$ cat config.mk
export PLATFORM = sky130hd
export DESIGN_NAME = change_dispenser_flat
export DESIGN_NICKNAME = d
export VERILOG_FILES = /design/src/rtl/change_dispenser_if.sv /design/src/rtl/change_dispenser.sv /design/src/flat_wrapper.sv
export SDC_FILE = /design/constraint.sdc
export NUM_CORES = 1
export LEC_CHECK = 0
export ABC_AREA = 1
export BUFFER_PORTS_ARGS = -buffer_cell sky130_fd_sc_hd__buf_2
export CORE_UTILIZATION = 40
export DETAILED_ROUTE_END_ITERATION = 7
export PLACE_DENSITY = 0.68
export SKIP_CTS_REPAIR_TIMING = 1
export SYNTH_ARGS = -nofsm -noshare
export SYNTH_HDL_FRONTEND = slang
export SYNTH_SLANG_ARGS = --single-unit
$ cat constraint.sdc
create_clock -name clock -period 2.61 [get_ports clock]
set_input_delay 0.522 -clock clock [delete_from_list [all_inputs] [get_ports clock]]
set_output_delay 0.522 -clock clock [all_outputs]
set_load 0.05 [all_outputs]
$ cat src/rtl/change_dispenser_if.sv
// Request, hopper and status signals between the vending controller and the change dispenser.
// The master modport is the controller/hopper side; the slave modport is the dispenser.
interface change_dispenser_if #(
    parameter int AMOUNT_W = 8,
    parameter int CNT_W    = 6
);
    logic                changeValid;
    logic [AMOUNT_W-1:0] changeAmount;
    logic                changeReady;
    logic                hopperBusy;
    logic                refill;
    logic                fiveKurusOut;
    logic                tenKurusOut;
    logic                twentyFiveKurusOut;
    logic                done;
    logic                shortfall;
    logic [AMOUNT_W-1:0] remaining;
    logic [CNT_W-1:0]    count25;
    logic [CNT_W-1:0]    count10;
    logic [CNT_W-1:0]    count5;

    modport master (
        output changeValid, changeAmount, hopperBusy, refill,
        input  changeReady, fiveKurusOut, tenKurusOut, twentyFiveKurusOut,
        input  done, shortfall, remaining, count25, count10, count5
    );

    modport slave (
        input  changeValid, changeAmount, hopperBusy, refill,
        output changeReady, fiveKurusOut, tenKurusOut, twentyFiveKurusOut,
        output done, shortfall, remaining, count25, count10, count5
    );
endinterface

$ cat src/rtl/change_dispenser.sv
// Pays a change amount by pulsing the coin hopper, choosing coins greedily (25, 10, 5)
// from a tracked inventory; reports completion, any unpaid remainder and inventory counts.
module change_dispenser #(
    parameter int AMOUNT_W = 8,
    parameter int CNT_W    = 6,
    parameter int INIT_25  = 4,
    parameter int INIT_10  = 4,
    parameter int INIT_5   = 4
) (
    input  logic clock,
    input  logic reset,
    change_dispenser_if.slave bus
);
    typedef enum logic [1:0] {IDLE, DISPENSE, DONE} state_t;

    state_t              state_reg;
    state_t              state_next;
    logic [AMOUNT_W-1:0] remaining_reg;
    logic [CNT_W-1:0]    count25_reg;
    logic [CNT_W-1:0]    count10_reg;
    logic [CNT_W-1:0]    count5_reg;
    logic                pulse25_reg;
    logic                pulse10_reg;
    logic                pulse5_reg;
    logic                shortfall_reg;

    logic accept;
    logic active;
    logic take25;
    logic take10;
    logic take5;
    logic settle;
    logic ready;
    logic done_out;

    // One greedy decision per non-busy DISPENSE edge; settle means no coin fits any more.
    always_comb begin
        accept = (state_reg == IDLE) && !bus.refill && bus.changeValid;
        active = (state_reg == DISPENSE) && !bus.hopperBusy;
        take25 = active && (remaining_reg >= AMOUNT_W'(25)) && (count25_reg != '0);
        take10 = active && !take25 && (remaining_reg >= AMOUNT_W'(10)) && (count10_reg != '0);
        take5  = active && !take25 && !take10 && (remaining_reg >= AMOUNT_W'(5))
                 && (count5_reg != '0);
        settle = active && !take25 && !take10 && !take5;
    end

    always_ff @(posedge clock or negedge reset) begin
        if (!reset) begin
            state_reg <= IDLE;
        end else begin
            state_reg <= state_next;
        end
    end

    always_comb begin
        state_next = state_reg;
        case (state_reg)
            IDLE:     if (accept) state_next = DISPENSE;
            DISPENSE: if (settle) state_next = DONE;
            DONE:     state_next = IDLE;
            default:  state_next = IDLE;
        endcase
    end

    always_comb begin
        ready    = 1'b0;
        done_out = 1'b0;
        case (state_reg)
            IDLE:    ready    = !bus.refill;
            DONE:    done_out = 1'b1;
            default: ;
        endcase
    end

    // Pulses are registered so each coin appears exactly one cycle after its decision edge.
    always_ff @(posedge clock or negedge reset) begin
        if (!reset) begin
            remaining_reg <= '0;
            shortfall_reg <= 1'b0;
            pulse25_reg   <= 1'b0;
            pulse10_reg   <= 1'b0;
            pulse5_reg    <= 1'b0;
            count25_reg   <= CNT_W'(INIT_25);
            count10_reg   <= CNT_W'(INIT_10);
            count5_reg    <= CNT_W'(INIT_5);
        end else begin
            pulse25_reg <= take25;
            pulse10_reg <= take10;
            pulse5_reg  <= take5;
            if ((state_reg == IDLE) && bus.refill) begin
                count25_reg <= CNT_W'(INIT_25);
                count10_reg <= CNT_W'(INIT_10);
                count5_reg  <= CNT_W'(INIT_5);
            end
            if (accept) begin
                remaining_reg <= bus.changeAmount;
                shortfall_reg <= 1'b0;
            end
            if (take25) begin
                remaining_reg <= remaining_reg - AMOUNT_W'(25);
                count25_reg   <= count25_reg - CNT_W'(1);
            end
            if (take10) begin
                remaining_reg <= remaining_reg - AMOUNT_W'(10);
                count10_reg   <= count10_reg - CNT_W'(1);
            end
            if (take5) begin
                remaining_reg <= remaining_reg - AMOUNT_W'(5);
                count5_reg    <= count5_reg - CNT_W'(1);
            end
            if (settle) begin
                shortfall_reg <= (remaining_reg != '0);
            end
        end
    end

    assign bus.changeReady        = ready;
    assign bus.done               = done_out;
    assign bus.twentyFiveKurusOut = pulse25_reg;
    assign bus.tenKurusOut        = pulse10_reg;
    assign bus.fiveKurusOut       = pulse5_reg;
    assign bus.shortfall          = shortfall_reg;
    assign bus.remaining          = remaining_reg;
    assign bus.count25            = count25_reg;
    assign bus.count10            = count10_reg;
    assign bus.count5             = count5_reg;
endmodule

$ cat src/flat_wrapper.sv
// flat-port wrapper written by rule: the top's interface ports become plain ports
module change_dispenser_flat 
#(
    parameter int AMOUNT_W = 8,
    parameter int CNT_W    = 6,
    parameter int INIT_25  = 4,
    parameter int INIT_10  = 4,
    parameter int INIT_5   = 4
)
  (clock, reset, bus_changeValid, bus_changeAmount, bus_hopperBusy, bus_refill, bus_changeReady, bus_fiveKurusOut, bus_tenKurusOut, bus_twentyFiveKurusOut, bus_done, bus_shortfall, bus_remaining, bus_count25, bus_count10, bus_count5);
  change_dispenser_if #(.AMOUNT_W(AMOUNT_W), .CNT_W(CNT_W)) bus_i ();
  input  logic clock;
  input  logic reset;
  input wire logic [$bits(bus_i.changeValid)-1:0] bus_changeValid;
  input wire logic [$bits(bus_i.changeAmount)-1:0] bus_changeAmount;
  input wire logic [$bits(bus_i.hopperBusy)-1:0] bus_hopperBusy;
  input wire logic [$bits(bus_i.refill)-1:0] bus_refill;
  output wire logic [$bits(bus_i.changeReady)-1:0] bus_changeReady;
  output wire logic [$bits(bus_i.fiveKurusOut)-1:0] bus_fiveKurusOut;
  output wire logic [$bits(bus_i.tenKurusOut)-1:0] bus_tenKurusOut;
  output wire logic [$bits(bus_i.twentyFiveKurusOut)-1:0] bus_twentyFiveKurusOut;
  output wire logic [$bits(bus_i.done)-1:0] bus_done;
  output wire logic [$bits(bus_i.shortfall)-1:0] bus_shortfall;
  output wire logic [$bits(bus_i.remaining)-1:0] bus_remaining;
  output wire logic [$bits(bus_i.count25)-1:0] bus_count25;
  output wire logic [$bits(bus_i.count10)-1:0] bus_count10;
  output wire logic [$bits(bus_i.count5)-1:0] bus_count5;
  assign bus_i.changeValid = bus_changeValid;
  assign bus_i.changeAmount = bus_changeAmount;
  assign bus_i.hopperBusy = bus_hopperBusy;
  assign bus_i.refill = bus_refill;
  assign bus_changeReady = bus_i.changeReady;
  assign bus_fiveKurusOut = bus_i.fiveKurusOut;
  assign bus_tenKurusOut = bus_i.tenKurusOut;
  assign bus_twentyFiveKurusOut = bus_i.twentyFiveKurusOut;
  assign bus_done = bus_i.done;
  assign bus_shortfall = bus_i.shortfall;
  assign bus_remaining = bus_i.remaining;
  assign bus_count25 = bus_i.count25;
  assign bus_count10 = bus_i.count10;
  assign bus_count5 = bus_i.count5;
  change_dispenser #(.AMOUNT_W(AMOUNT_W), .CNT_W(CNT_W), .INIT_25(INIT_25), .INIT_10(INIT_10), .INIT_5(INIT_5)) u_core (.clock(clock), .reset(reset), .bus(bus_i));
endmodule
# Yosys cells after proc, flatten, opt, wreduce, memory -nomap -nowiden
# Index checks and enable logic that the tools add are counted.
# W data, S select, Z words.
# op_classes
add_sub_neg	6
n_lt_le_gt_ge	3
n_eq_ne	4
mux	15
reduce_logical	29
# op_table
op	count
$mux W8	4
$mux W6	4
$reduce_bool A6 Y1	3
$sub A6 B1 Y6 const B	3
$logic_and A1 B1 Y1	13
$ge A8 B3 Y1 const B	1
$ge A8 B4 Y1 const B	1
$ge A8 B5 Y1 const B	1
$reduce_bool A2 Y1	4
$reduce_bool A8 Y1	1
$sub A8 B3 Y8 const B	1
$sub A8 B4 Y8 const B	1
$sub A8 B5 Y8 const B	1
$logic_not A1 Y1	5
$mux W1	4
$mux W2	2
$ne A2 B1 Y1 const B	2
$pmux W2 S2	1
$reduce_bool A4 Y1	1
$eq A2 B1 Y1 const B	1
$eq A2 B2 Y1 const B	1
$logic_not A2 Y1	1
$reduce_and A2 Y1	1
# word_totals
reg_bits	32
inputBits	13
out_inout_bits	32

# Logic depth before layout (Yosys ltp)
# depth
ltp_word	16
mapped_depth	14
mapped_depth_nobuf	14

# Worst setup path before layout
# Ideal clock, no wire load.
# synth_path
path_type	input to register
from	input port bus_refill
to	register u_core.remaining_reg[0] (netlist: u_core.bus.remaining[0])
t_arrival_ns	2.242
required_time_ns	2.492
setup_slack_ns	0.250
cell_stages	6
path_buffers	0
path_cell_list	nor3_1 a21oi_2 nand2_4 nand2_1 nand2_1 nand2_1
# synth_via
elab_chain_len	4
# synth_rtl
item	line	source
start, declared	flat_wrapper.sv:17	input wire logic [$bits(bus_i.refill)-1:0] bus_refill;
$logic_not A1 Y1	change_dispenser.sv:38	accept = (state_reg == IDLE) && !bus.refill && bus.changeValid;
$logic_and A1 B1 Y1 (2 in series)	change_dispenser.sv:38	
$reduce_bool A4 Y1 (no source line)	--	
end signal, assigned	change_dispenser.sv:96	remaining_reg <= bus.changeAmount;
end signal, assigned	change_dispenser.sv:100	remaining_reg <= remaining_reg - AMOUNT_W'(25);
end signal, assigned	change_dispenser.sv:104	remaining_reg <= remaining_reg - AMOUNT_W'(10);
end, declared	change_dispenser.sv:18	logic [AMOUNT_W-1:0] remaining_reg;
# No other way between the ends.
# A chain may end at the register's enable or synchronous reset.

# Final worst setup path
# layout_path
from	register u_core.remaining_reg[1] (netlist: u_core.bus.remaining[1])
to	register u_core.count10_reg[1] (netlist: u_core.bus.count10[1])
# layout_via
elab_chain_len	8
# layout_rtl
item	line	source
$ge A8 B5 Y1	change_dispenser.sv:40	take25 = active && (remaining_reg >= AMOUNT_W'(25)) && (count25_reg != '0);
$logic_and A1 B1 Y1 (2 in series)	change_dispenser.sv:40	
$logic_not A1 Y1	change_dispenser.sv:41	take10 = active && !take25 && (remaining_reg >= AMOUNT_W'(10)) && (count10_reg != '0);
$logic_and A1 B1 Y1	change_dispenser.sv:41	
$logic_and A1 B1 Y1 * (2 in series)	change_dispenser.sv:41	
via u_core.take10	change_dispenser.sv:30	logic take10;
$mux W6 or $reduce_bool A2 Y1 (tied branches)	--	
end signal, assigned	change_dispenser.sv:84	count10_reg <= CNT_W'(INIT_10);
end signal, assigned	change_dispenser.sv:92	count10_reg <= CNT_W'(INIT_10);
end signal, assigned	change_dispenser.sv:105	count10_reg <= count10_reg - CNT_W'(1);
end, declared	change_dispenser.sv:20	logic [CNT_W-1:0] count10_reg;
# Mark *: on every way through the listed nets, which the timed path passes. The rest lies on a longest branch.

==> flow_metrics.tcl <==
set metrics [dict create \
    fin_skew_ps 7.51 \
    synth_top_area_share 0.300 \
    cts_tree "done" \
    cap_violations 0 \
    firstDrtPassIters 4 \
    yosysUniqueCellTypes 28 \
    drive_gt1_frac 0.201 \
    cts-root-buf "clkbuf_8" \
    vias 2261 \
    grt_use_met1 0.289 \
    io_buffers 44 \
    met3_usage 0.0251 \
    max_freq_ghz 0.440 \
    hold_viol_final 0 \
    synthTopCellsByArea "dfrtp_1, nand2_1, inv_1" \
    grt_use_met2 0.340 \
    num-fill-cells 585 \
    initial_utilization 0.427 \
    antenna_found_initial 0 \
    fin_crit_ps 2270 \
    synth_area_um2 2420 \
    crit_path_end_kind "flip-flop" \
    yosysSeqAreaShare 0.332 \
    grt_overflow 0 \
    area_delta_synth_final_pct 15.0 \
    worstMarginPinSlew_ps 723 \
    cts_max_level 2 \
    setup_tns_ps 0 \
    totalWireLength_um 6160 \
    die_area_um2 6370 \
    wl_per_cell_um 13.4 \
    worstSetupPathType "flip-flop to flip-flop" \
    antenna_cells 0 \
    grt_pass1_vias 2128 \
    core-area_um2 5680 \
    post-route-period-util 0.870 \
    setup_viol 0 \
    path_clk_slew_ps 80 \
    synth-seq-cells 32 \
    start_kind "flip-flop" \
    num-nets-final 414 \
    outcome "complete, no violations" \
    ant_nets 0 \
    maxSlewHeadroom 0.518 \
    cp_data_required_time_ps 2780 \
    grt.busiest_layer "met2" \
    largest_reg_flops 8 \
    synth_warnings 0 \
    die_width_um 79.8 \
    std_cell_rows 27 \
    die_y_um 79.8 \
    syn_nets 370 \
    yosysTopAreaCell "dfrtp_1" \
    grt.total_usage 0.209 \
    viasPerCell 4.90 \
    drt-initial-drc-count 195 \
    clock_sinks 32 \
    worstPathArrival_ps 2440 \
    syn_avg_cell_area_um2 7.04 \
    route.detailed.drc 0 \
    gp_congestion 0.989 \
    synthCells 344 \
    clkLatencyLatePin_ps 290 \
    grt_pass1_wl_um 10300 \
    rsz0062_at_grt "false" \
    numCtsBuffers 5 \
    layout_setup_ws_ps 340 \
    cp_max_fo 14 \
    dp_slack_ps 380 \
    grt_max_degree 33 \
    slew_viol_final 0 \
    hp-class "primary input to async pin" \
    io_pins 45 \
    clock_path_buffers 2 \
    post-dp-hpwl_um 4660 \
]
[path summary, 6_finish.rpt]
kind,endpoint,slack [ps],from,cells after the start
max,u_core.bus.count10[1],340,u_core.bus.remaining[1],11
min,u_core.bus.count25[5],290,reset,1
max reg2reg,u_core.bus.count10[1],340,u_core.bus.remaining[1],11
min reg2reg,u_core.bus.count10[0],520,u_core.bus.count10[0],1
max in group asynchronous,u_core.bus.count25[4],1870,reset,1
min in group clock,u_core.state_reg[0],510,bus_changeValid,3
[per-layer routing]
layer | share of wire | vias to the layer above
met1 | 0.48 | 1018
met4 | 0.012 | 0
li1 | - | 1166
met2 | 0.46 | 70
met5 | 0 | -
met3 | 0.046 | 7
[synth_stat cells (all sizes together)]
cell / instances
a21oi: 8
nor3: 6
o22ai: 8
nand4: 7
ha: 13
o21ai: 19
nor2: 28
xor2: 16
nand3: 24
nand2: 117
dfrtp: 29
dfstp: 3
xnor2: 3
nand3b: 1
a22oi: 1
inv: 54
buf: 7
[cell usage in the layout, fill, tap and decap left out, drive strengths merged]
cell type / instances
dfstp: 3
clkinv: 1
bufinv: 1
o22ai: 8
nor3: 6
nand3: 24
nand2: 117
o21ai: 19
clkbuf: 6
a21oi: 8
nor2: 28
inv: 54
nand4: 7
xnor2: 3
a22oi: 1
xor2: 16
nand3b: 1
dfrtp: 29
buf: 44
ha: 13
[worst max-delay path: stages (launching register included)]
cell,delay [ps]
dfrtp_1,430
inv_1,210
ha_1,260
nand3_1,100
nand2_1,70
nand2_2,80
a21oi_4,330
nand2_4,200
inv_2,150
nor2_1,90
inv_1,140
o22ai_1,80
[logic make-up after synthesis]
group | after synthesis | share of synthesized area
fa+ha+maj | 13 | 0.0672
compound gates | 36 | 0.0951
buf+inv | 61 | 0.106
flops | 32 | 0.332
simple gates | 183 | 0.331
xor+xnor | 19 | 0.0687
[area by class of cell]
class | count | area, um^2 | area share
Tap cell | 72 | 90.1 | 0.0323
Inverter | 54 | 203 | 0.0728
Sequential cell | 32 | 805 | 0.289
Timing Repair Buffer | 44 | 220 | 0.0791
Clock buffer | 6 | 72.6 | 0.0261
Clock inverter | 2 | 35.0 | 0.0126
Multi-Input combinational cell | 251 | 1360 | 0.488
[through the flow]
stage          instance area [um^2]  hold slack [ps]   util  std cells
2_1_floorplan                  2420              226      -        344
3_3_place_gp                   2680              509  0.472        453
3_5_place_dp                   2680              516  0.472        453
4_1_cts                        2790              320  0.491        461
5_1_grt                        2790              355  0.491        461
6_report                       2790              286  0.491        461
Power is left out: the tool's default activity adds up to more than one toggle a clock period on the data nets, which glitch-free logic cannot reach.
